`src/rtl/barrel_shifter_pipe.sv`:
```
// ---------------------------------------------------------------------------
// barrel_shifter_pipe
//
// Pipelined barrel shifter with valid/ready handshakes on both sides.
// Supports logical, arithmetic and rotate shifts of a WIDTH-bit word and
// accepts one operation per clock at full throughput.
//
// The pipeline has SHW = $clog2(WIDTH) register stages. Stage k applies a
// shift of 2^k when bit k of the shift amount is set. The op code and the
// shift amount travel down the pipe with the data. Every stage carries its
// own valid bit and a local ready, so bubbles are squeezed out under
// backpressure and in_ready only falls once every stage holds a beat.
//
// Parameters
//   WIDTH      data width, power of two, 4..64
//   SHW        shift-amount width and pipeline depth (derived)
//
// Ports
//   clk        clock, rising edge
//   rst        synchronous reset, active-high
//   in_valid   input beat present
//   in_ready   block accepts the beat this cycle (0 while rst=1)
//   in_data    operand
//   in_shamt   shift amount, 0..WIDTH-1
//   in_op      0 SLL, 1 SRL, 2 ROL, 3 ROR, 4 SRA, 5..7 pass-through
//   out_valid  result present (last-stage register)
//   out_ready  consumer accepts the result
//   out_data   shifted result (last-stage register)
//
// Optional build macro BARREL_FLAGS_EN adds:
//   out_zero   out_data == 0
//   out_carry  last bit shifted out (rotates: the bit that wrapped into the
//              end the rotation moved towards); 0 for shamt 0/pass-through
// ---------------------------------------------------------------------------
module barrel_shifter_pipe #(
  parameter  int WIDTH = 8,
  localparam int SHW   = $clog2(WIDTH)
) (
  input  logic             clk,
  input  logic             rst,
  input  logic             in_valid,
  output logic             in_ready,
  input  logic [WIDTH-1:0] in_data,
  input  logic [SHW-1:0]   in_shamt,
  input  logic [2:0]       in_op,
  output logic             out_valid,
  input  logic             out_ready,
  output logic [WIDTH-1:0] out_data
`ifdef BARREL_FLAGS_EN
  ,
  output logic             out_zero,
  output logic             out_carry
`endif
);

  localparam logic [2:0] OP_SLL = 3'd0;
  localparam logic [2:0] OP_SRL = 3'd1;
  localparam logic [2:0] OP_ROL = 3'd2;
  localparam logic [2:0] OP_ROR = 3'd3;
  localparam logic [2:0] OP_SRA = 3'd4;

  // One partial shift by amt (amt < WIDTH). The sign bit is preserved by
  // every SRA step, so the current MSB is always the operand's original MSB.
  function automatic logic [WIDTH-1:0] shift_step(
    input logic [WIDTH-1:0] d,
    input logic [2:0]       op,
    input int               amt
  );
    logic signed [WIDTH-1:0] sd;
    logic        [WIDTH-1:0] r;
    sd = d;
    r  = d;
    case (op)
      OP_SLL:  r = d << amt;
      OP_SRL:  r = d >> amt;
      OP_SRA:  r = sd >>> amt;
      OP_ROL:  r = (d << amt) | (d >> (WIDTH - amt));
      OP_ROR:  r = (d >> amt) | (d << (WIDTH - amt));
      default: r = d;
    endcase
    return r;
  endfunction

  // Bit that leaves the word during one partial shift. Because stages run in
  // increasing order, the last applied step's carry equals the carry of the
  // whole shift (e.g. SLL: cur[WIDTH-2^k] is in_data[WIDTH-shamt]).
  function automatic logic carry_step(
    input logic [WIDTH-1:0] d,
    input logic [WIDTH-1:0] r,
    input logic [2:0]       op,
    input int               amt
  );
    logic [WIDTH-1:0] t;
    logic             c;
    c = 1'b0;
    t = '0;
    case (op)
      OP_SLL: begin
        t = d >> (WIDTH - amt);
        c = t[0];
      end
      OP_SRL, OP_SRA: begin
        t = d >> (amt - 1);
        c = t[0];
      end
      OP_ROL:  c = r[0];
      OP_ROR:  c = r[WIDTH-1];
      default: c = 1'b0;
    endcase
    return c;
  endfunction

  // Stage registers
  logic             vld_p  [SHW];
  logic [WIDTH-1:0] data_p [SHW];
  logic [2:0]       op_p   [SHW];
  logic [SHW-1:0]   sh_p   [SHW];

  // Per-stage upstream view and next value
  logic             up_vld   [SHW];
  logic [WIDTH-1:0] up_data  [SHW];
  logic [2:0]       up_op    [SHW];
  logic [SHW-1:0]   up_sh    [SHW];
  logic [WIDTH-1:0] nxt_data [SHW];

`ifdef BARREL_FLAGS_EN
  logic             cy_p   [SHW];
  logic             up_cy  [SHW];
  logic             nxt_cy [SHW];
  logic             zero_p;
`endif

  // rdy[k] is the ready seen by stage k; rdy[SHW] is the consumer.
  logic [SHW:0] rdy;

  always_comb begin
    rdy      = '0;
    rdy[SHW] = out_ready;
    for (int k = SHW - 1; k >= 0; k--) begin
      rdy[k] = !vld_p[k] || rdy[k+1];
    end
  end

  assign in_ready = rdy[0] && !rst;

  for (genvar k = 0; k < SHW; k++) begin : g_stage
    localparam int AMT = 1 << k;

    if (k == 0) begin : g_src
      assign up_vld[k]  = in_valid;
      assign up_data[k] = in_data;
      assign up_op[k]   = in_op;
      assign up_sh[k]   = in_shamt;
`ifdef BARREL_FLAGS_EN
      assign up_cy[k]   = 1'b0;
`endif
    end else begin : g_src
      assign up_vld[k]  = vld_p[k-1];
      assign up_data[k] = data_p[k-1];
      assign up_op[k]   = op_p[k-1];
      assign up_sh[k]   = sh_p[k-1];
`ifdef BARREL_FLAGS_EN
      assign up_cy[k]   = cy_p[k-1];
`endif
    end

    assign nxt_data[k] = up_sh[k][k] ? shift_step(up_data[k], up_op[k], AMT)
                                     : up_data[k];

    // ---- stage k register boundary: shift by 2^k applied ----
    always_ff @(posedge clk) begin
      if (rst) begin
        vld_p[k]  <= 1'b0;
        data_p[k] <= '0;
        op_p[k]   <= '0;
        sh_p[k]   <= '0;
      end else if (rdy[k]) begin
        vld_p[k] <= up_vld[k];
        if (up_vld[k]) begin
          data_p[k] <= nxt_data[k];
          op_p[k]   <= up_op[k];
          sh_p[k]   <= up_sh[k];
        end
      end
    end

`ifdef BARREL_FLAGS_EN
    assign nxt_cy[k] = up_sh[k][k]
                     ? carry_step(up_data[k], nxt_data[k], up_op[k], AMT)
                     : up_cy[k];

    always_ff @(posedge clk) begin
      if (rst) begin
        cy_p[k] <= 1'b0;
      end else if (rdy[k] && up_vld[k]) begin
        cy_p[k] <= nxt_cy[k];
      end
    end
`endif
  end

`ifdef BARREL_FLAGS_EN
  // ---- last stage: zero flag registered alongside out_data ----
  always_ff @(posedge clk) begin
    if (rst) begin
      zero_p <= 1'b0;
    end else if (rdy[SHW-1] && up_vld[SHW-1]) begin
      zero_p <= (nxt_data[SHW-1] == '0);
    end
  end

  assign out_zero  = zero_p;
  assign out_carry = cy_p[SHW-1];
`endif

  assign out_valid = vld_p[SHW-1];
  assign out_data  = data_p[SHW-1];

  // Op and shift amount are not needed past the final stage.
  logic unused_tail;
  assign unused_tail = ^{op_p[SHW-1], sh_p[SHW-1]};

endmodule

```
`config.mk`:
```
export PLATFORM = sky130hd
export DESIGN_NAME = barrel_shifter_pipe
export DESIGN_NICKNAME = d
export VERILOG_FILES = /design/src/rtl/barrel_shifter_pipe.sv
export SDC_FILE = /design/constraint.sdc
export NUM_CORES = 1
export LEC_CHECK = 0
export BUFFER_PORTS_ARGS = -buffer_cell sky130_fd_sc_hd__buf_2
export CORE_MARGIN = 1
export CORE_UTILIZATION = 52
export DETAILED_ROUTE_END_ITERATION = 7
export PLACE_DENSITY = 0.82
export SYNTH_ARGS = -nofsm -noshare
export SYNTH_HDL_FRONTEND = slang
export SYNTH_SLANG_ARGS = --single-unit
```
`constraint.sdc`:
```
create_clock -name clk -period 1.3 [get_ports clk]
set_clock_uncertainty 0.1 [all_clocks]
set_input_delay 0.26 -clock clk [delete_from_list [all_inputs] [get_ports clk]]
set_output_delay 0.26 -clock clk [all_outputs]
set_load 0.02 [all_outputs]
```
== After elaboration in Yosys (flattened, before gate mapping) ==
Memory sizes are Yosys's and may differ from the RTL's.
Cells that the tools add are included.
Word-level totals
  register bits after elaboration: 0
  memory bits (writable): 45
  input port bits: 18
  output and inout bits: 10
  word-level logic and storage cells: 86
  memories: 4
Cells by class
  equal/unequal tests: 12
  multiplexer cells: 41
  bitwise logic cells: 17
  reduce and logical (&&, ||, !) cells: 12
Memories
  data_p: depth 3, bits a word 8, rd ports 3, clocked after Yosys merged registers in 0, wr ports 3, line 115  | logic [WIDTH-1:0] data_p [SHW];
  op_p: depth 3, bits a word 3, rd ports 2, clocked after Yosys merged registers in 0, wr ports 3, line 116  | logic [2:0] op_p [SHW];
  sh_p: depth 3, bits a word 3, rd ports 2, clocked after Yosys merged registers in 0, wr ports 3, line 117  | logic [SHW-1:0] sh_p [SHW];
  vld_p: depth 3, bits a word 1, rd ports 3, clocked after Yosys merged registers in 0, wr ports 3, line 114  | logic vld_p [SHW];
Operators by type and width (number)
  $pmux 8 s5: 2
  $mux 8: 6
  $pmux 8 s4: 1
  $mux 1: 26
  $eq 3x2->1 const B: 6
  $mux 3: 6
  $or 1x1->1: 12
  $eq 3x1->1 const B: 3
  $eq 3x3->1 const B: 3
  $logic_not 3->1: 3
  $or 4x8->8: 1
  $or 6x8->8: 1
  $or 7x8->8: 1
  $or 8x1->8: 1
  $or 8x2->8: 1
  $logic_not 1->1: 4
  $logic_or 1x1->1: 3
  $reduce_or 2->1: 1
  $logic_and 1x1->1: 1

== Logic depth before layout (Yosys ltp) ==
  depth in word-level cells: 8
  mapped depth: 5
  mapped depth without buffers: 4

== Least setup slack after synthesis ==
Ideal clock, no wire load.
  kind: register -> register
  from: memory vld_p[2]
  to: memory data_p[1][0] (enable)
  setup time: 0.346 ns
  data arrival time: 1.043 ns
  data required time: 0.854 ns
  setup slack: -0.190 ns
  cell stages (with the launch flop): 3
  cell sequence: edfxtp_1 > nand3b_1 > a21o_1
RTL lines (line)
  start: declaration: 114
  end: declaration: 115

==> results by group <==
Clock tree
  – Worst skew pair latency: roughly 300 ps
  – Hold Buf Count CTS: 0
  – CTS tree: built
  – Num Clock Sinks: 36
  – Clock Pin Slew Worst Setup and Hold Paths: about 70 ps
  – Htree depth: 2
  – Root buf cell: clkbuf_8
  – Clock Path Buffers: 2
  – CTS Buf Count: 5

Die
  – Initial Util: 0.561
  – Die area: around 4300 um2
  – Die width: 65.8 um
  – Core Region: ~3800 um2
  – Die height: 65.8 um
  – Row count: 22
  – Ports: 28

Detailed routing
  – Routed Antenna Nets: 0
  – Initial DRC Count: ~120
  – DRC: 0
  – Avg Vias per Cell: 6.42
  – Avg WL per Cell: 20.9 um
  – Drt total wl: roughly 6.6 mm
  – First-pass iteration count of the detailed router: 4
  – Vias: approximately 2000

Yosys
  – Yosys cell types: 32
  – Cells after synthesis: 194
  – Largest family of logic cells by synthesized area: compound AO/OA/AOI/OAI gates
  – Syn_area_per_cell: 10.9 um2
  – Cell area after synthesis: ~2100 um2
  – Mux contribution to synthesized area: 0
  – Synth Flop Type: edfxtp_1
  – Register area share after synthesis: 0.511
  – Ys async rst share: 0
  – Number of synthesized flops with an enable pin: 36
  – Flops & latches, synth: 36
  – XOR/XNOR Fraction of Synth Area: 0
  – Post-synthesis compound-gate area fraction: 0.248
  – Post-Synth Simple-Gate Area: 0.193
  – Yosys warns: 0
  – Post-synthesis adder-cell area fraction: 0
  – Net Count, Synth: 212

Layout
  – Synthesis-to-finish area growth: 48.2%
  – ANT cells: 0
  – Finished Core Util: 0.831
  – Design Area, Final: between 3000 and 4000 um2
  – Share of layout cells above drive strength 1: 0.539
  – Layout net count: about 290
  – Fillers: a little over 200

Global route
  – Antenna violations before repair: 0
  – First-pass GRT wire length: roughly 8.6 mm
  – Total grt overflow: 0
  – GRT Total Usage: 0.274
  – Largest net degree at the start of global routing: 22
  – Vias in the first global route: roughly 1900

Setup path
  – Worst path bufs/invs: 1
  – Worst path cell trace: buf_6 -> nor3b_4 -> o311ai_2 -> o211a_1
  – Worst path arrival time: approximately 1600 ps
  – Critical Path RT: around 1300 ps
  – Slowest-stage cell, CP: edfxtp_1
  – Worst Setup Start Kind: register
  – Delay-heaviest family, CP: flip-flops
  – CP peak stage delay: roughly 580 ps
  – Worst Reg-to-Reg Cells: 4
  – Setup CP Type: register to register
  – WP depth: 4
  – Critical path endpoint category: register
  – Crit-path max FO: 7

Timing
  – RSZ-0062 raised after global routing: true
  – Worst Tran Pin Value: roughly 430 ps
  – Final setup fails: 73
  – Relative slew slack: 0.712
  – Crit share post-route: 1.23
  – Final Worst Setup Slack: -304 ps
  – Fin crit period: roughly 1600 ps
  – Max-slew violations: 0
  – Final hold vios: 0
  – Fmax achieved: 623 MHz

Min path
  – Hold Crit Depth: 2
  – Worst hold-check path type: primary input to register

Job
  – Max Cap Viol: 0

Place
  – PortBufs: 27
  – DP Area: between 2000 and 3000 um2
  – GPL Wtd Cong: 0.889
  – HPWL after detailed placement: ~3.3 mm

Run status
  – Status: finished, violations left
  – Failing checks: setup timing

Pwr
  – Pwr Density: between 900 and 1000 nW/um2
  – Worst VDD drop: ~0.00083 V
  – Sw frac: 0.276
  – Leak: around 1.3 nW
  – Logic pwr share: 0.217
  – Internal power: ~0.0023 W
  – Total power draw: around 0.0031 W
  – Flop pwr share: 0.466
  – Clock power frac: 0.318
  – Switch Pwr: about 0.00086 W
==> layout by cell type, fill, tap and decap left out, types with 5 or more instances in the layout <==
cell type / count
nor2_1: 8
and2_1: 5
buf_6: 18
edfxtp_1: 36
o21ai_0: 9
buf_2: 26
a21oi_2: 6
o21ai_2: 6
nor3b_1: 9
o21ai_1: 6
clkbuf_8: 5
buf_4: 34
o311ai_1: 8
o211a_1: 15
==> layer usage <==
layer	GRT usage	wire, um	vias up
li1	-	-	923
met1	0.297	2310	986
met2	0.504	3660	100
met3	0.0603	377	25
met4	0.120	276	0
met5	0	0	-
==> cell usage after synthesis, drive strengths merged (2+ instances only) <==
| master | count | area [um2] |
|---|---|---|
| edfxtp | 36 | 1080 |
| o21ai | 21 | 109 |
| nor2 | 15 | 56.3 |
| o211a | 15 | 150 |
| buf | 13 | 80.1 |
| nor3b | 13 | 97.6 |
| o311ai | 13 | 114 |
| a21oi | 11 | 55.1 |
| and2 | 8 | 50.1 |
| a21o | 4 | 30.0 |
| and3 | 4 | 25.0 |
| nand2 | 4 | 15.0 |
| nand2b | 4 | 25.0 |
| nand3 | 4 | 20.0 |
| nand4 | 4 | 25.0 |
| o221a | 4 | 45.0 |
| inv | 3 | 11.3 |
| nand3b | 3 | 22.5 |
| nor2b | 3 | 21.3 |
| clkbuf | 2 | 8.75 |
| nand4b | 2 | 17.5 |
| o31ai | 2 | 15.0 |
| or2 | 2 | 12.5 |
| or3 | 2 | 12.5 |
==> power groups by stage <==
| stage | Sequential (W) | Combinational [W] | Clock, W |
|---|---|---|---|
| final | 0.00145 | 0.000676 | 0.000992 |
| after global routing | 0.00146 | 0.000714 | 0.00104 |
| after CTS | 0.00143 | 0.000548 | 0.000978 |
| after detailed placement | 0.00145 | 0.000456 | 0 |
| after global placement | 0.00145 | 0.000447 | 0 |
| after floorplan | 0.00145 | 0.000255 | 0 |
==> registers in the layout, indices dropped and copies added (netlist names) <==
signal  cells
data_p     24
op_p        6
sh_p        3
vld_p       3
==> through the flow <==
step / worst slack (ps) / hold slack, ps / TNS (ps) / std cells
5_1_grt: -320 / 140 / -15510 / 317
4_1_cts: -231 / 144 / -6740 / 313
3_5_place_dp: -199 / 435 / -4730 / 293
2_1_floorplan: -143 / 363 / -3940 / 194
3_3_place_gp: -227 / 444 / -3600 / 293
6_report: -304 / 144 / -12460 / 317
==> cells by family (layout without fill, tap and decap cells) <==
logic type / count (synthesis) / count (layout)
simple gates: 69 / 70
compound gates: 71 / 72
buf+inv: 18 / 91
flops: 36 / 36
==> what timing repair did <==
item                                    in CTS  in global routing
cloned                                       3                  1
pin swaps                                   19                 23
endpoints found under the setup margin      56                 70
buffers inserted                             9                  5
resized for setup                           47                 46
==> path summary, 6_finish.rpt <==
check,startpoint,end,slack [ps]
max,op_p[0][1],data_p[1][5],-300
min,in_shamt[1],sh_p[0][1],140
min reg2reg,sh_p[0][2],sh_p[1][2],450
max reg2reg,op_p[0][1],data_p[1][5],-300
==> worst reg2reg max path, delay by kind of cell (launching register included) <==
kind                   cells  cell delay, ps
AOI/OAI and AO/OA          2             270
buffers and inverters      1             220
DFF                        1             580
and+or+nand+nor            1             190
==> final cells by class <==
cell class,instances,area (um2),area share
clock buffers,6,72.6,0.0231
clock inverters,2,35.0,0.0112
inverters,3,13.8,0.00439
multi-input cells,142,1240,0.397
flip-flops and latches,36,1080,0.345
well taps,48,60.1,0.0192
repair buffers,80,628,0.200
No activity file was read; power rests on OpenSTA's default activity.
